`config.mk`:
```
export PLATFORM = sky130hd
export DESIGN_NAME = spi_tx_feeder
export DESIGN_NICKNAME = d
export VERILOG_FILES = /design/src/rtl/spi_tx_feeder.sv
export SDC_FILE = /design/constraint.sdc
export NUM_CORES = 1
export LEC_CHECK = 0
export BUFFER_PORTS_ARGS = -buffer_cell sky130_fd_sc_hd__buf_2
export CAP_MARGIN = 5
export CORE_ASPECT_RATIO = 0.8
export CORE_MARGIN = 4
export CORE_UTILIZATION = 60
export DETAILED_ROUTE_END_ITERATION = 10
export GPL_TIMING_DRIVEN = 0
export PLACE_DENSITY = 0.8
export SYNTH_ARGS = -nofsm -noshare
export SYNTH_HDL_FRONTEND = slang
export SYNTH_SLANG_ARGS = --single-unit
```
`constraint.sdc`:
```
create_clock -name clk -period 5.5 [get_ports clk]
set_input_delay 0.55 -clock clk [delete_from_list [all_inputs] [get_ports clk]]
set_output_delay 0.55 -clock clk [all_outputs]
set_load 0.01 [all_outputs]
```
`src/rtl/spi_tx_feeder.sv`:
```
// Byte FIFO feeding a downstream SPI master through a newd/spi_cs handshake.
// Optional inter-transaction gap enabled by defining SPI_FEEDER_GAP_EN.
module spi_tx_feeder #(
  parameter int DEPTH      = 8,
  parameter int GAP_CYCLES = 4
) (
  input  logic                       clk,
  input  logic                       rst,
  input  logic                       wr_en,
  input  logic [7:0]                 wr_data,
  output logic                       full,
  output logic                       empty,
  output logic [$clog2(DEPTH):0]     count,
  output logic                       ovf,
  input  logic                       spi_cs,
  output logic                       newd,
  output logic [7:0]                 din,
  output logic                       busy
);

  localparam int AW = $clog2(DEPTH);
  localparam int CW = AW + 1;

  localparam logic [2:0] S_IDLE  = 3'd0;
  localparam logic [2:0] S_LOAD  = 3'd1;
  localparam logic [2:0] S_WLOW  = 3'd2;
  localparam logic [2:0] S_WHIGH = 3'd3;
`ifdef SPI_FEEDER_GAP_EN
  localparam logic [2:0] S_GAP   = 3'd4;
`endif

  logic [7:0]    mem [DEPTH];
  logic [AW-1:0] wptr;
  logic [AW-1:0] rptr;
  logic [CW-1:0] cnt;
  logic [2:0]    state;
  logic          push;
  logic          pop;

  assign full  = (cnt == CW'(DEPTH));
  assign empty = (cnt == '0);
  assign count = cnt;
  assign busy  = (state != S_IDLE);

  // A pop is only taken from IDLE while the master is deselected.
  assign pop  = (state == S_IDLE) && !empty && spi_cs;
  assign push = wr_en && !full;

  // Storage array; contents need no reset since count gates reads.
  always_ff @(posedge clk) begin
    if (push) mem[wptr] <= wr_data;
  end

  // Pointers, occupancy and the sticky overflow flag.
  always_ff @(posedge clk) begin
    if (rst) begin
      wptr <= '0;
      rptr <= '0;
      cnt  <= '0;
      ovf  <= 1'b0;
    end else begin
      if (push) wptr <= wptr + 1'b1;
      if (pop)  rptr <= rptr + 1'b1;
      if (push && !pop)
        cnt <= cnt + 1'b1;
      else if (pop && !push)
        cnt <= cnt - 1'b1;
      if (wr_en && full) ovf <= 1'b1;
    end
  end

`ifdef SPI_FEEDER_GAP_EN
  logic [7:0] gcnt;

  // Handshake sequencer with post-transaction idle gap.
  always_ff @(posedge clk) begin
    if (rst) begin
      state <= S_IDLE;
      newd  <= 1'b0;
      din   <= 8'h00;
      gcnt  <= 8'h00;
    end else begin
      case (state)
        S_IDLE: begin
          if (pop) begin
            din   <= mem[rptr];
            newd  <= 1'b1;
            state <= S_LOAD;
          end
        end
        S_LOAD: begin
          if (!spi_cs) begin
            newd  <= 1'b0;
            state <= S_WLOW;
          end
        end
        S_WLOW:  state <= S_WHIGH;
        S_WHIGH: begin
          if (spi_cs) begin
            gcnt  <= 8'h00;
            state <= S_GAP;
          end
        end
        S_GAP: begin
          if (gcnt == 8'(GAP_CYCLES - 1))
            state <= S_IDLE;
          else
            gcnt <= gcnt + 8'h01;
        end
        default: state <= S_IDLE;
      endcase
    end
  end
`else
  logic gap_unused;
  assign gap_unused = |8'(GAP_CYCLES);

  // Handshake sequencer; returns straight to IDLE on completion.
  always_ff @(posedge clk) begin
    if (rst) begin
      state <= S_IDLE;
      newd  <= 1'b0;
      din   <= 8'h00;
    end else begin
      case (state)
        S_IDLE: begin
          if (pop) begin
            din   <= mem[rptr];
            newd  <= 1'b1;
            state <= S_LOAD;
          end
        end
        S_LOAD: begin
          if (!spi_cs) begin
            newd  <= 1'b0;
            state <= S_WLOW;
          end
        end
        S_WLOW:  state <= S_WHIGH;
        S_WHIGH: if (spi_cs) state <= S_IDLE;
        default: state <= S_IDLE;
      endcase
    end
  end
`endif

endmodule

```
=== After elaboration in Yosys (flattened, before gate mapping) ===
Memories as Yosys holds them, arrays and structs flattened. A register that Yosys moved wholly into a read port is not among the register bits.
Index checks and enable logic that the tools add are counted.

* Output and inout bits: 17
* Word-level logic and storage cells: 47
* Bits in writable memories: 64
* Register bits after elaboration: 15
* Memories: 1

* Add/sub/neg operators: 4
* Multiplexer cells: 11
* Reduce and logical (&&, ||, !) cells: 18
* Equal/unequal tests: 7

{| class="wikitable"
|+ Memories
! name !! words !! bits a word !! read ports !! clocked after memory_dff !! write ports !! RTL line !! RTL
|-
| mem || 8 || 8 || 1 || 1 || 1 || 32 || <nowiki>logic [7:0] mem [DEPTH];</nowiki>
|}

{| class="wikitable"
|+ Operator list
! cell !! number
|-
| $pmux 3 s4 || 1
|-
| $mux 3 || 3
|-
| $mux 4 || 2
|-
| $add 3x1->3 const B || 2
|-
| $eq 3x2->1 const B || 2
|-
| $logic_and 1x1->1 || 6
|-
| $ne 2x2->1 const B || 3
|-
| $reduce_and 3->1 || 2
|-
| $add 4x1->4 const B || 1
|-
| $eq 4x4->1 const B || 1
|-
| $logic_not 1->1 || 4
|-
| $logic_not 4->1 || 1
|-
| $mux 1 || 4
|-
| $reduce_bool 2->1 || 2
|-
| $sub 4x1->4 const B || 1
|-
| $eq 3x1->1 const B || 1
|-
| $logic_not 3->1 || 1
|-
| $reduce_bool 3->1 || 1
|-
| $pmux 1 s2 || 1
|-
| $reduce_and 2->1 || 1
|}

=== Depth between registers and ports, before layout ===
* Depth after elaboration: 7
* Depth in mapped cells: 13
* Depth with buffers taken out: 12

=== Worst setup path after synthesis ===
OpenSTA, ideal clock, no wires.

* Path kind: flip-flop to flip-flop
* Start: register cnt[0] (netlist: count[0])
* End: register cnt[3] (netlist: count[3])
* Stages on the path, launching flop included: 12
* Slack: 2.871 ns
* Arrival: 2.508 ns
* Required time: 5.379 ns
* Buffers on the path: 1
* Setup time: 0.121 ns
* Cell sequence: dfxtp_1 -> o41a_1 -> and2_4 -> buf_6 -> inv_1 -> ha_1 -> inv_1 -> ha_1 -> a21oi_1 -> a211oi_1 -> a31oi_1 -> mux2_2

* Word-level cells in the longest chain between the ends: 7
* Elaborated cells between the ends (all ways): 16
* Classes of those cells: add/sub: 2; eq/ne: 1; mux: 2; reduce/logical: 11

{| class="wikitable"
|+ Ends and longest elaborated chain
! item !! RTL line !! RTL
|-
| start, declared || 35 || <nowiki>logic [CW-1:0] cnt;</nowiki>
|-
| start signal, assigned || 65 || <nowiki>cnt <= cnt + 1'b1;</nowiki>
|-
| start signal, assigned || 67 || <nowiki>cnt <= cnt - 1'b1;</nowiki>
|-
| branches (longest 7 deep; another with $sub 4x1->4) || - ||
|}

Parallel ways; which one is timed is not known. The select of a mux whose other input is x is not followed.
A chain may end at the register's enable or synchronous reset.

=== Worst setup path in the final report ===
* Start: register state[0]
* End: register cnt[3] (netlist: count[3])

* Word-level cells in the longest chain between the ends: 6
* Elaborated cells between the ends (all ways): 8
* Classes of those cells: mux: 1; reduce/logical: 7

{| class="wikitable"
|+ Ends and longest elaborated chain
! item !! RTL line !! RTL
|-
| start, declared || 36 || <nowiki>logic [2:0] state;</nowiki>
|-
| start signal, assigned || 121 || <nowiki>state <= S_IDLE;</nowiki>
|-
| start signal, assigned || 130 || <nowiki>state <= S_LOAD;</nowiki>
|-
| start signal, assigned || 136 || <nowiki>state <= S_WLOW;</nowiki>
|-
| $logic_not 3->1 (*) || 46 || <nowiki>assign pop = (state == S_IDLE) && !empty && spi_cs;</nowiki>
|-
| $logic_and 1x1->1 (*) (2 in a row) || 46 ||
|-
| $logic_not 1->1 || 64 || <nowiki>if (push && !pop)</nowiki>
|-
| $logic_and 1x1->1 || 64 ||
|-
| $mux 4 or $reduce_bool 2->1 (tied branches) || - ||
|}

Every way passes the cells marked *; elsewhere a longest branch is shown, timed or not.

==> flow_metrics.tcl <==
set metrics [dict create \
    leakage_uw 0.00141 \
    num_vias 1923 \
    cap_violations 0 \
    multi_input_area_um2 1020 \
    root_buffer "clkbuf_8" \
    io_buffer_count 28 \
    postCtsSetupBuffers 0 \
    routabilityCongestion 0.700 \
    antenna_left 0 \
    overflow 0 \
    die_h_um 75.9 \
    drc 0 \
    syn_nets 239 \
    grt_pass1_wl_mm 9.99 \
    rows 24 \
    ir_drop_mv 0.273 \
    synthTopCellsByArea "edfxtp_1 (56%), dfxtp_1 (13%), mux4_2 (10%), ha_1 (3.3%), nor2_1 (2.7%)" \
    critPathArrivalTime_ns 3.27 \
    hold_violations 0 \
    ctsResizeCount 0 \
    seq_area_um2 2360 \
    setup-violations-final 0 \
    critPathLaunchType "flip-flop" \
    maxSlewHeadroom_pct 46.3 \
    wl_per_cell_um 18.6 \
    final.min_clock_period_ns 3.03 \
    clkSinkCount 86 \
    clock_skew_ns 0.00995 \
    rsz0062_at_grt "no" \
    start_util_pct 62.6 \
    critPathKind "flip-flop to flip-flop" \
    wirelength_mm 6.38 \
    coreArea_um2 5530 \
    antenna_found_initial 0 \
    fin_nets 282 \
    numCtsBuffers 9 \
    worstHoldPathType "primary input to flip-flop" \
    worstReg2RegEnd "count[3]" \
    hold_depth 2 \
    min_to "din[7]" \
    tns_ns 0 \
    synth-edff-count 64 \
    hold_buffers 0 \
    fin_crit_sh_pct 55.1 \
    synth_flop_cell "edfxtp_1" \
    slew_viol_final 0 \
    synth_sequential_area_ratio_pct 68.3 \
    tritoncts "yes" \
    synth_largest_area_cell "edfxtp_1" \
    grt_max_degree 16 \
    hpwl_mm 4.27 \
    yosysMostFrequentCell "edfxtp_1" \
    htree_levels 3 \
    clockBufferDepth 2 \
    num_antenna_cells 0 \
    rrSetupSlack_ns 2.47 \
    yosys-top-cells-count "edfxtp_1 (64), nor2_1 (25), dfxtp_1 (22)" \
    vias_per_cell 5.61 \
    critPathMaxFanout 10 \
    syn_avg_cell_area_um2 15.9 \
    r2r-start "state[0]" \
    syn2layout_area_growth_pct 13.8 \
    grt_pass1_vias 1932 \
    fill_cells 384 \
    synth_cell_types 35 \
    synth-seq-cells 86 \
    worstSkewPairLatency_ns 0.35 \
    post-route-util_pct 71.2 \
    worst_slew_pin_slew_ns 0.802 \
    io_pins 29 \
    drtIter0Drc 195 \
    netlist_instances 217 \
    synth_area_um2 3460 \
    end_kind "flip-flop" \
    fmax_mhz 330 \
    r2r_cells 13 \
    async_reset_ff_share_pct 0 \
    dieArea_um2 7050 \
    worstHoldStart "rst" \
    power_density_nw_per_um2 485 \
    status "complete, no violations" \
    clkTransAtPathRegs_ns 0.09 \
    die_width_um 92.9 \
    ys_warn_count 0 \
    synth_top_area_share_pct 55.6 \
    grt_util_all_layers_pct 20.0 \
    dr.pass1.iters 4 \
    required_ns 5.74 \
    drive_gt1_share_pct 29.8 \
]
-- worst max path at each step --
stage                     depth (start not counted)        to  startpoint
after floorplan                                  11  count[3]    count[0]
after global placement                           13  count[3]    state[0]
after detailed placement                         13  count[3]    state[0]
after CTS                                        13  count[3]    state[1]
after global routing                             13  count[3]    state[0]
final                                            13  count[3]    state[0]
-- stage by stage --
stage | power (uW) | instances | cell area (um2) | setup WS, ns | hold slack [ns]
CTS | 1920 | 340 | 3910 | 2.49 | 0.409
floorplan | 1300 | 217 | 3460 | 2.87 | 0.498
global placement | 1440 | 323 | 3690 | 2.62 | 0.443
finish | 1910 | 343 | 3930 | 2.47 | 0.438
global route | 2020 | 343 | 3930 | 2.27 | 0.419
detailed placement | 1480 | 324 | 3710 | 2.51 | 0.450
-- cell families (layout without fill, tap and decap cells) --
logic type                 Yosys count  after routing  share of synthesized area [%]
adders and majority gates           10             10                           3.84
AOI/OAI and AO/OA                   20             20                           3.66
and+or+nand+nor                     57             57                           8.03
buffers and inverters               17             65                           2.46
muxes                               21             21                           11.9
DFF                                 86             86                           68.3
xor gates and xnor gates             6              6                           1.74
-- critical path, cell delays in order, from the launching register on --
cell	delay [ns]
dfxtp_1	0.35
inv_1	0.09
ha_1	0.24
o41a_1	0.31
and2_4	0.20
buf_6	0.16
inv_1	0.06
ha_1	0.20
inv_1	0.15
ha_1	0.30
a21oi_1	0.22
a211oi_1	0.11
a31oi_1	0.18
mux2_2	0.35
-- placed cells by master, fill, tap and decap left out, drive strengths merged, types with 8 or more instances in the layout --
| cell type | Yosys | final |
|---|---|---|
| buf | 4 | 35 |
| clkbuf | 4 | 14 |
| dfxtp | 22 | 22 |
| edfxtp | 64 | 64 |
| ha | 9 | 9 |
| inv | 9 | 11 |
| mux4 | 16 | 16 |
| nor2 | 25 | 25 |
| nor3 | 14 | 14 |
| o22ai | 8 | 8 |
-- power breakdown --
part / internal, uW / total [uW] / switching [uW]
Combinational: 290 / 620 / 330
Clock: 211 / 432 / 221
Sequential: 783 / 854 / 70.1
Total: 1280 / 1910 / 622
-- sequential cells by signal, summed over array words and instances, names as in the netlist --
| name | flops |
|---|---|
| mem | 64 |
| wptr | 3 |
| state | 2 |
| rptr | 3 |
| newd | 1 |
| count | 4 |
| ovf | 1 |
| din | 8 |
-- final cells by class --
class	instances	area share (%)
buffer	8	1.30
clock inverter	7	1.85
timing repair buffer	32	4.33
inverter	9	0.859
sequential	86	60.1
clock buffer	9	3.15
tap	78	2.48
multi-input combinational	114	26.0
-- layer usage --
layer | global-route usage [%] | up-vias | routed length [um]
li1 | - | 917 | -
met1 | 24.9 | 939 | 2520
met2 | 34.2 | 63 | 3320
met3 | 7.01 | 4 | 517
met4 | 5.37 | 0 | 23
met5 | 0 | - | 0
No activity file was read; power rests on OpenSTA's default activity.
